File: src/rtl/lcd_byte_arbiter.sv
// Byte arbiter and 4-bit nibble transport for the character LCD after power-on init.
// Optional macro LCD_ARB_RR_EN selects round-robin arbitration instead of fixed priority (port 0 first).
module lcd_byte_arbiter #(
  parameter int T_SETUP   = 2,
  parameter int T_E_HIGH  = 12,
  parameter int T_NIB_GAP = 50,
  parameter int T_CMD_GAP = 2000,
  parameter int T_CLR     = 82000,
  parameter int CNT_W     = 20
) (
  input  logic       clk,
  input  logic       rst,
  input  logic       req0,
  input  logic       rs0,
  input  logic [7:0] byte0,
  output logic       ack0,
  input  logic       req1,
  input  logic       rs1,
  input  logic [7:0] byte1,
  output logic       ack1,
  output logic       busy,
  output logic       owner,
  output logic       lcd_e,
  output logic       lcd_rs,
  output logic       lcd_rw,
  output logic [3:0] lcd_d
);

  typedef enum logic [2:0] {IDLE, SET_H, E_H, GAP, SET_L, E_L, WAIT, ACK} state_t;

  localparam logic [CNT_W-1:0] LD_SETUP = CNT_W'(T_SETUP - 1);
  localparam logic [CNT_W-1:0] LD_EHIGH = CNT_W'(T_E_HIGH - 1);
  localparam logic [CNT_W-1:0] LD_GAP   = CNT_W'(T_NIB_GAP - 1);
  localparam logic [CNT_W-1:0] LD_CMD   = CNT_W'(T_CMD_GAP - 1);
  localparam logic [CNT_W-1:0] LD_CLR   = CNT_W'(T_CLR - 1);

  state_t           state;
  logic [CNT_W-1:0] cnt;
  logic             lat_rs;
  logic [7:0]       lat_byte;
  logic             any_req;
  logic             sel;
  logic             sel_rs;
  logic [7:0]       sel_byte;
  logic             cnt_done;
  logic             is_clr;

  assign any_req  = req0 | req1;
  assign cnt_done = (cnt == '0);
  assign sel_rs   = sel ? rs1 : rs0;
  assign sel_byte = sel ? byte1 : byte0;
  // Clear display and return home need the long busy time.
  assign is_clr   = !lat_rs && ((lat_byte == 8'h01) || (lat_byte == 8'h02));
  assign lcd_rw   = 1'b0;

`ifdef LCD_ARB_RR_EN
  logic rr_ptr;

  assign sel = (req0 && req1) ? rr_ptr : req1;

  always_ff @(posedge clk or posedge rst) begin
    if (rst) begin
      rr_ptr <= 1'b0;
    end else if (state == IDLE && any_req) begin
      rr_ptr <= ~sel;
    end
  end
`else
  assign sel = ~req0;
`endif

  always_ff @(posedge clk or posedge rst) begin
    if (rst) begin
      state    <= IDLE;
      cnt      <= '0;
      lat_rs   <= 1'b0;
      lat_byte <= 8'h00;
      owner    <= 1'b0;
      busy     <= 1'b0;
      ack0     <= 1'b0;
      ack1     <= 1'b0;
      lcd_e    <= 1'b0;
      lcd_rs   <= 1'b0;
      lcd_d    <= 4'h0;
    end else begin
      ack0 <= 1'b0;
      ack1 <= 1'b0;
      // Every timed state loads param-1 on entry and exits at zero, so this never wraps.
      if (!cnt_done) cnt <= cnt - CNT_W'(1);
      case (state)
        IDLE: begin
          if (any_req) begin
            state    <= SET_H;
            cnt      <= LD_SETUP;
            lat_rs   <= sel_rs;
            lat_byte <= sel_byte;
            owner    <= sel;
            busy     <= 1'b1;
            lcd_rs   <= sel_rs;
            lcd_d    <= sel_byte[7:4];
            lcd_e    <= 1'b0;
          end
        end
        SET_H: begin
          if (cnt_done) begin
            state <= E_H;
            cnt   <= LD_EHIGH;
            lcd_e <= 1'b1;
          end
        end
        E_H: begin
          if (cnt_done) begin
            state <= GAP;
            cnt   <= LD_GAP;
            lcd_e <= 1'b0;
          end
        end
        GAP: begin
          if (cnt_done) begin
            state <= SET_L;
            cnt   <= LD_SETUP;
            lcd_d <= lat_byte[3:0];
          end
        end
        SET_L: begin
          if (cnt_done) begin
            state <= E_L;
            cnt   <= LD_EHIGH;
            lcd_e <= 1'b1;
          end
        end
        E_L: begin
          if (cnt_done) begin
            state <= WAIT;
            cnt   <= is_clr ? LD_CLR : LD_CMD;
            lcd_e <= 1'b0;
          end
        end
        WAIT: begin
          if (cnt_done) begin
            state <= ACK;
            ack0  <= ~owner;
            ack1  <= owner;
          end
        end
        ACK: begin
          state <= IDLE;
          busy  <= 1'b0;
        end
        default: state <= IDLE;
      endcase
    end
  end

endmodule

File: config.mk
export PLATFORM = sky130hd
export DESIGN_NAME = lcd_byte_arbiter
export DESIGN_NICKNAME = d
export VERILOG_FILES = /design/src/rtl/lcd_byte_arbiter.sv
export SDC_FILE = /design/constraint.sdc
export NUM_CORES = 1
export LEC_CHECK = 0
export ABC_AREA = 0
export CAP_MARGIN = 20
export CELL_PAD_IN_SITES_DETAIL_PLACEMENT = 0
export CELL_PAD_IN_SITES_GLOBAL_PLACEMENT = 1
export CORE_MARGIN = 2
export CORE_UTILIZATION = 34
export DETAILED_ROUTE_END_ITERATION = 8
export GPL_TIMING_DRIVEN = 0
export MAX_ROUTING_LAYER = met4
export PLACE_DENSITY = 0.79
export SLEW_MARGIN = 30
export SYNTH_ARGS = -nofsm -noshare
export SYNTH_HDL_FRONTEND = slang
export SYNTH_SLANG_ARGS = --single-unit
File: constraint.sdc
create_clock -name clk -period 4 [get_ports clk]
set_input_delay 0.6 -clock clk [delete_from_list [all_inputs] [get_ports clk]]
set_output_delay 0.6 -clock clk [all_outputs]
set_load 0.05 [all_outputs]
==> run_summary.xml, run 1 <==
<?xml version="1.0" encoding="UTF-8"?>
<metrics>
  <group name="setup_path">
    <metric name="crit_path_end_kind" unit="">register</metric>
    <metric name="critical_path_buf_inv_count" unit="">2</metric>
    <metric name="crit_path_start_kind" unit="">register</metric>
    <metric name="worst-endpoint-arrival" unit="ns">2.94</metric>
    <metric name="timing.reg2reg.worst_path_depth" unit="">8</metric>
    <metric name="crit-reg2reg-launch" unit="">cnt[0]</metric>
    <metric name="critical-path-slowest-cell" unit="">sky130_fd_sc_hd__or4_1</metric>
    <metric name="worst-setup-path-type" unit="">reg2reg</metric>
    <metric name="critPathTopFamily" unit="">simple AND/OR/NAND/NOR gates</metric>
    <metric name="crit_path_max_incr_delay" unit="ns">0.64</metric>
    <metric name="critical_path.cell_chain" unit="">inv_1, ha_1, or3b_2, or4_1, clkbuf_1, a2bb2oi_1, nor3_1, a211oi_1</metric>
    <metric name="cp_required" unit="ns">4.17</metric>
    <metric name="critPathMaxFanout" unit="">10</metric>
    <metric name="r2r_end" unit="">cnt[5]</metric>
    <metric name="ff2ff_setup_slack" unit="ns">1.23</metric>
  </group>
  <group name="grt">
    <metric name="track_usage" unit="">0.142</metric>
    <metric name="grt_overflow_total" unit="">0</metric>
    <metric name="maximum_number_of_pins_on_one_net_before_global_route_repair" unit="">23</metric>
    <metric name="grt_pass1_vias" unit="">1831</metric>
    <metric name="grt_first_pass_wirelength" unit="mm">8.20</metric>
    <metric name="antenna_found_initial" unit="">0</metric>
  </group>
  <group name="logic_synthesis">
    <metric name="yosys_register_bits" unit="">41</metric>
    <metric name="yosys.cell_types.count" unit="">49</metric>
    <metric name="ys_dominant_reg_cell" unit="">sky130_fd_sc_hd__dfrtp_1</metric>
    <metric name="yosys_warnings" unit="">0</metric>
    <metric name="syn_inst" unit="">239</metric>
    <metric name="syn-mean-instance-area" unit="um2">9.69</metric>
    <metric name="synth_seq_area_share" unit="">0.443</metric>
    <metric name="mappedNetlistNets" unit="">267</metric>
    <metric name="ys_async_sr_fraction" unit="">1.00</metric>
    <metric name="synthesis.area" unit="mm2">0.00231</metric>
    <metric name="synth_edf_count" unit="">0</metric>
  </group>
  <group name="worst_hold_path">
    <metric name="worstHoldEndpoint" unit="">busy</metric>
    <metric name="holdPathStages" unit="">2</metric>
    <metric name="worstHoldStart" unit="">busy</metric>
    <metric name="worst_min_delay_path_category" unit="">reg2reg</metric>
  </group>
  <group name="placement">
    <metric name="gp_routability_congestion" unit="">0.785</metric>
    <metric name="placed_cells_incl_taps" unit="">351</metric>
    <metric name="detailed_place_hpwl" unit="mm">3.63</metric>
    <metric name="numPortBuffers" unit="">31</metric>
  </group>
  <group name="route">
    <metric name="route.detailed.drc" unit="">0</metric>
    <metric name="wl_per_cell" unit="um">13.3</metric>
    <metric name="detail_route.iter0.violations" unit="">56</metric>
    <metric name="dr.pass1.iters" unit="">4</metric>
    <metric name="routed-via-count" unit="">1878</metric>
    <metric name="via_per_inst" unit="">5.23</metric>
    <metric name="drt.antenna.violating_nets" unit="">0</metric>
    <metric name="wl" unit="mm">4.77</metric>
  </group>
  <group name="pwr">
    <metric name="total_leakage_power" unit="nW">1.21</metric>
    <metric name="pwr_density_cell" unit="mW/mm2">278</metric>
    <metric name="ir_drop" unit="mV">0.150</metric>
  </group>
  <group name="clocking">
    <metric name="clk-insertion-delay-late" unit="ns">0.30</metric>
    <metric name="clkSlewWorstSetupHoldPaths" unit="ns">0.08</metric>
    <metric name="buffer_cell_driving_the_clock_tree_root" unit="">sky130_fd_sc_hd__clkbuf_8</metric>
    <metric name="clock_tree.buffer_depth" unit="">2</metric>
    <metric name="tritoncts" unit="">done</metric>
    <metric name="post_cts_buffers" unit="">0</metric>
    <metric name="htree_levels" unit="">2</metric>
    <metric name="numCtsBuffers" unit="">5</metric>
    <metric name="cts_hold_buffers" unit="">0</metric>
    <metric name="cts_repair_resize_count" unit="">0</metric>
    <metric name="clkSinkCount" unit="">41</metric>
  </group>
  <group name="cells_and_area">
    <metric name="leading_cell_types_in_the_layout_fill_and_taps_excluded" unit="">sky130_fd_sc_hd__dfrtp_1 (41), sky130_fd_sc_hd__clkdlybuf4s50_1 (31), sky130_fd_sc_hd__nand2_1 (24)</metric>
    <metric name="layout_commonest_cell" unit="">sky130_fd_sc_hd__dfrtp_1</metric>
    <metric name="post_route_cells_drive_above_1_share" unit="">0.115</metric>
    <metric name="final_cells" unit="">359</metric>
    <metric name="layout.core_utilization" unit="">0.430</metric>
    <metric name="layout.nets" unit="">306</metric>
    <metric name="antenna_cells_inserted" unit="">0</metric>
    <metric name="area_growth_syn_to_layout" unit="%">24.2</metric>
  </group>
  <group name="status">
    <metric name="status" unit="">completed</metric>
  </group>
  <group name="sta">
    <metric name="final.min_clock_period" unit="ns">2.77</metric>
    <metric name="final-max-slew-violation-count" unit="">0</metric>
    <metric name="period_utilization_post_route" unit="">0.693</metric>
    <metric name="timing.clock.skew" unit="ns">0.00818</metric>
    <metric name="setup_viol" unit="">0</metric>
    <metric name="achievable_freq" unit="MHz">361</metric>
    <metric name="hold_viol_final" unit="">0</metric>
    <metric name="rsz_0062_raised_after_global_routing" unit="">false</metric>
    <metric name="worstMarginPinSlew" unit="ns">0.690</metric>
    <metric name="setup_tns" unit="ns">0</metric>
    <metric name="worst_slew_margin_rel" unit="">0.540</metric>
  </group>
  <group name="floorplan">
    <metric name="io_pins" unit="">33</metric>
    <metric name="die_h" unit="um">86.5</metric>
    <metric name="core-area" unit="mm2">0.00668</metric>
    <metric name="die_area" unit="mm2">0.00748</metric>
    <metric name="rows" unit="">30</metric>
    <metric name="initial_utilization" unit="">0.346</metric>
    <metric name="die-width" unit="um">86.5</metric>
  </group>
  <group name="job">
    <metric name="cap_viol_max_count" unit="">0</metric>
  </group>
</metrics>
[where the power goes]
group / leakage (nW) / switching, W / total, W / internal, W
Sequential: 0.516 / 0 / 0.000414 / 0.000414
Clock: 0.0543 / 0.000154 / 0.000341 / 0.000187
Combinational: 0.637 / 0.0000194 / 0.0000456 / 0.0000263
Total: 1.21 / 0.000173 / 0.000800 / 0.000627
[final cells by class]
cell class / instances / area, um2
sequential: 41 / 1030
inverter: 9 / 36.3
timing repair buffer: 32 / 338
tap: 80 / 100
fill: 694 / 3810
clock buffer: 5 / 68.8
multi-input combinational: 176 / 1180
clock inverter: 3 / 46.3
buffer: 13 / 75.1
[cells in the mapped netlist, drive strengths merged (5+ instances only)]
cell type | count | share of area
mux2 | 7 | 0.034
xnor2 | 7 | 0.026
nor4 | 5 | 0.014
nor2 | 19 | 0.038
inv | 9 | 0.016
nand2 | 24 | 0.039
clkbuf | 8 | 0.013
mux2i | 11 | 0.048
xor2 | 8 | 0.030
dfrtp | 41 | 0.44
buf | 5 | 0.019
o21ai | 20 | 0.043
or4 | 6 | 0.025
a21oi | 9 | 0.019
nor3 | 11 | 0.024
ha | 6 | 0.032
[cells by family (layout without fill, tap and decap cells)]
kind of cell / after synthesis / count (layout) / synth area share
flip-flops: 41 / 41 / 0.443
other: 1 / 1 / 0.00162
XOR/XNOR: 15 / 15 / 0.0568
buffers and inverters: 22 / 62 / 0.0481
AO/OA/AOI/OAI: 49 / 49 / 0.135
AND/OR/NAND/NOR: 87 / 87 / 0.202
adder cells (fa/ha/maj): 6 / 6 / 0.0324
multiplexers: 18 / 18 / 0.0816
[state kept, by name (all words and copies together), names as in the netlist]
register,flops
lcd_d,4
ack1,1
lcd_e,1
lat_rs,1
cnt,20
busy,1
lat_byte,8
ack0,1
owner,1
state,3
[through the flow]
stage | instance area (um2) | worst slack [ns] | total power [W] | hold slack [ns]
global placement | 2730 | 1.23 | 0.000465 | 0.468
global route | 2870 | 1.05 | 0.000832 | 0.536
detailed placement | 2750 | 1.23 | 0.000469 | 0.471
CTS | 2870 | 1.22 | 0.000810 | 0.497
finish | 2870 | 1.23 | 0.000800 | 0.493
floorplan | 2310 | 1.40 | 0.000440 | 0.451
[worst register-to-register path: cells and delay by family (launching register included)]
family                     cells  cell delay, ns
AOI/OAI and AO/OA              2            0.28
buffers and inverters          2            0.35
and+or+nand+nor                3            1.45
adders and majority gates      1            0.17
DFF                            1            0.41
[worst max path at each step]
stage               startpoint      to  cells past startpoint
global route          state[0]  cnt[7]                      9
CTS                     cnt[0]  cnt[5]                      8
detailed placement      cnt[0]  cnt[5]                      8
global placement        cnt[0]  cnt[5]                      8
finish                  cnt[0]  cnt[5]                      8
floorplan               cnt[0]  cnt[0]                      8
[metal layers]
layer,GRT usage,routed length [um]
met5,-,0
met4,0.0270,17
met3,0.0429,209
met2,0.237,2290
met1,0.173,2260
Power figures use the tool's default switching activity.
==> run 2, diff against run 1 <==
- PLACE_DENSITY: 0.79 -> 0.81
- clock period: 4 -> 2.5 ns (I/O delays scaled with it)
==> run_summary.xml, run 2 (same netlist as run 1, synthesis figures left out) <==
<?xml version="1.0" encoding="UTF-8"?>
<metrics>
  <group name="clocking">
    <metric name="htree_levels" unit="">2</metric>
    <metric name="buffer_cell_driving_the_clock_tree_root" unit="">sky130_fd_sc_hd__clkbuf_8</metric>
    <metric name="tritoncts" unit="">done</metric>
    <metric name="clk-insertion-delay-late" unit="ns">0.30</metric>
    <metric name="clock_tree.buffer_depth" unit="">2</metric>
    <metric name="cts_hold_buffers" unit="">0</metric>
    <metric name="clkSlewWorstSetupHoldPaths" unit="ns">0.09</metric>
    <metric name="clkSinkCount" unit="">41</metric>
    <metric name="numCtsBuffers" unit="">5</metric>
  </group>
  <group name="route">
    <metric name="routed-via-count" unit="">1919</metric>
    <metric name="route.detailed.drc" unit="">0</metric>
    <metric name="wl" unit="mm">5.04</metric>
    <metric name="wl_per_cell" unit="um">13.6</metric>
    <metric name="detail_route.iter0.violations" unit="">97</metric>
    <metric name="via_per_inst" unit="">5.17</metric>
    <metric name="drt.antenna.violating_nets" unit="">0</metric>
    <metric name="dr.pass1.iters" unit="">4</metric>
  </group>
  <group name="cells_and_area">
    <metric name="fill_cells" unit="">652</metric>
    <metric name="leading_cell_types_in_the_layout_fill_and_taps_excluded" unit="">sky130_fd_sc_hd__dfrtp_1 (41), sky130_fd_sc_hd__clkdlybuf4s50_1 (31), sky130_fd_sc_hd__nand2_1 (24)</metric>
    <metric name="layout_commonest_cell" unit="">sky130_fd_sc_hd__dfrtp_1</metric>
    <metric name="layout.nets" unit="">318</metric>
    <metric name="largest_register" unit="">cnt</metric>
    <metric name="multi_input_area" unit="mm2">0.00125</metric>
    <metric name="largest_registers" unit="">cnt x20, lat_byte x8, lcd_d x4</metric>
    <metric name="seq_area" unit="mm2">0.00103</metric>
    <metric name="final_cells" unit="">371</metric>
    <metric name="largest_reg_flops" unit="">20</metric>
    <metric name="area_growth_syn_to_layout" unit="%">31.2</metric>
    <metric name="antenna_cells_inserted" unit="">0</metric>
    <metric name="post_route_cells_drive_above_1_share" unit="">0.192</metric>
  </group>
  <group name="floorplan">
    <metric name="die_h" unit="um">86.5</metric>
    <metric name="core-area" unit="mm2">0.00668</metric>
    <metric name="die_area" unit="mm2">0.00748</metric>
    <metric name="die-width" unit="um">86.5</metric>
    <metric name="io_pins" unit="">33</metric>
    <metric name="rows" unit="">30</metric>
    <metric name="initial_utilization" unit="">0.346</metric>
  </group>
  <group name="grt">
    <metric name="maximum_number_of_pins_on_one_net_before_global_route_repair" unit="">24</metric>
    <metric name="antenna_found_initial" unit="">0</metric>
    <metric name="grt_pass1_vias" unit="">1910</metric>
    <metric name="grt_first_pass_wirelength" unit="mm">8.86</metric>
    <metric name="track_usage" unit="">0.152</metric>
    <metric name="grt_overflow_total" unit="">0</metric>
  </group>
  <group name="sta">
    <metric name="final.hold.worst_slack" unit="ns">0.385</metric>
    <metric name="final.min_clock_period" unit="ns">2.49</metric>
    <metric name="timing.clock.skew" unit="ns">0.00486</metric>
    <metric name="final-max-slew-violation-count" unit="">0</metric>
    <metric name="achievable_freq" unit="MHz">401</metric>
    <metric name="least_setup_slack_across_all_paths_after_layout" unit="ns">0.00571</metric>
    <metric name="setup_tns" unit="ns">0</metric>
    <metric name="setup_viol" unit="">0</metric>
    <metric name="hold_viol_final" unit="">0</metric>
    <metric name="worst_slew_margin_rel" unit="">0.552</metric>
    <metric name="rsz_0062_raised_after_global_routing" unit="">true</metric>
    <metric name="period_utilization_post_route" unit="">0.998</metric>
    <metric name="worstMarginPinSlew" unit="ns">0.672</metric>
  </group>
  <group name="pwr">
    <metric name="ir_drop" unit="mV">0.276</metric>
    <metric name="total_leakage_power" unit="nW">1.29</metric>
    <metric name="totalPowerFinal" unit="W">0.00129</metric>
    <metric name="pwr_density_cell" unit="mW/mm2">424</metric>
  </group>
  <group name="setup_path">
    <metric name="critical_path.cell_chain" unit="">inv_1, ha_2, or3b_4, or4_4, nor2_8, inv_6, ha_4, a221o_1</metric>
    <metric name="critical-path-slowest-cell" unit="">sky130_fd_sc_hd__or4_4</metric>
    <metric name="crit_path_start_kind" unit="">register</metric>
    <metric name="ff2ff_setup_slack" unit="ns">0.006</metric>
    <metric name="timing.reg2reg.worst_path_depth" unit="">8</metric>
    <metric name="cp_required" unit="ns">2.69</metric>
    <metric name="critPathMaxFanout" unit="">7</metric>
    <metric name="critical_path_buf_inv_count" unit="">2</metric>
    <metric name="crit-reg2reg-launch" unit="">cnt[1]</metric>
    <metric name="crit_path_end_kind" unit="">register</metric>
    <metric name="r2r_end" unit="">cnt[0]</metric>
    <metric name="worst-setup-path-type" unit="">reg2reg</metric>
    <metric name="crit_path_max_incr_delay" unit="ns">0.55</metric>
    <metric name="worst-endpoint-arrival" unit="ns">2.68</metric>
    <metric name="critPathTopFamily" unit="">simple AND/OR/NAND/NOR gates</metric>
  </group>
  <group name="worst_hold_path">
    <metric name="worst_min_delay_path_category" unit="">in2async</metric>
  </group>
  <group name="placement">
    <metric name="detailedPlace.worstSlack" unit="ns">-0.173</metric>
    <metric name="gp_routability_congestion" unit="">0.766</metric>
    <metric name="placed_cells_incl_taps" unit="">351</metric>
    <metric name="detailed_place_hpwl" unit="mm">3.62</metric>
    <metric name="numPortBuffers" unit="">31</metric>
  </group>
  <group name="status">
    <metric name="status" unit="">completed</metric>
  </group>
  <group name="job">
    <metric name="cap_viol_max_count" unit="">0</metric>
  </group>
</metrics>
-- run 2: cell types whose count changed in the layout (fill, tap and decap cells not counted), sizes merged --
cell,before,now
clkbuf,13,12
buf,6,19
-- run 2: layout make-up --
cell class                      instances  share of cell area
Clock inverter                          3              0.0152
Multi-Input combinational cell        176               0.411
Inverter                                9              0.0128
Buffer                                 11              0.0214
Sequential cell                        41               0.338
Timing Repair Buffer                   46               0.146
Tap cell                               80              0.0330
Clock buffer                            5              0.0227
-- run 2: timing repair --
action / in CTS / in global routing
setup buffers: 10 / 4
endpoints found under the setup margin: 22 / 32
gates cloned: 0 / 0
pin swaps: 2 / 3
resized for setup: 7 / 8
-- run 2: worst reg2reg max path: stages, from the launching register on --
cell,delay (ns)
sky130_fd_sc_hd__dfrtp_1,0.41
sky130_fd_sc_hd__inv_1,0.07
sky130_fd_sc_hd__ha_2,0.17
sky130_fd_sc_hd__or3b_4,0.39
sky130_fd_sc_hd__or4_4,0.55
sky130_fd_sc_hd__nor2_8,0.22
sky130_fd_sc_hd__inv_6,0.07
sky130_fd_sc_hd__ha_4,0.21
sky130_fd_sc_hd__a221o_1,0.29
-- run 2: layer usage --
| metal | global-route usage | routed length [um] | part of all wire |
|---|---|---|---|
| met1 | 0.196 | 2420 | 0.48 |
| met2 | 0.247 | 2420 | 0.48 |
| met3 | 0.0371 | 165 | 0.033 |
| met4 | 0.0284 | 38 | 0.0075 |
| met5 | - | 0 | 0 |
-- run 2: worst max path at each step --
stage                 start      end  slack (ns)  cells after the start
floorplan           cnt[11]   cnt[5]        0.03                      7
global placement    cnt[11]  cnt[14]       -0.15                      8
detailed placement   cnt[0]  cnt[14]       -0.17                      8
CTS                  cnt[1]   cnt[0]       0.006                      8
global route         cnt[1]   cnt[0]       -0.07                      8
finish               cnt[1]   cnt[0]       0.006                      8
-- run 2: per-stage QoR --
| step | area (um2) | utilization |
|---|---|---|
| 6_report | 3040 | 0.454 |
| 5_1_grt | 3040 | 0.454 |
| 4_1_cts | 2970 | 0.445 |
| 3_5_place_dp | 2770 | 0.414 |
| 3_3_place_gp | 2740 | 0.410 |
| 2_1_floorplan | 2330 | - |
-- run 2: power by group --
part,internal [W],switching [W],total [W]
clock,0.000299,0.000255,0.000554
sequential,0.000662,0,0.000662
combinational,0.0000420,0.0000305,0.0000724
total,0.00100,0.000286,0.00129
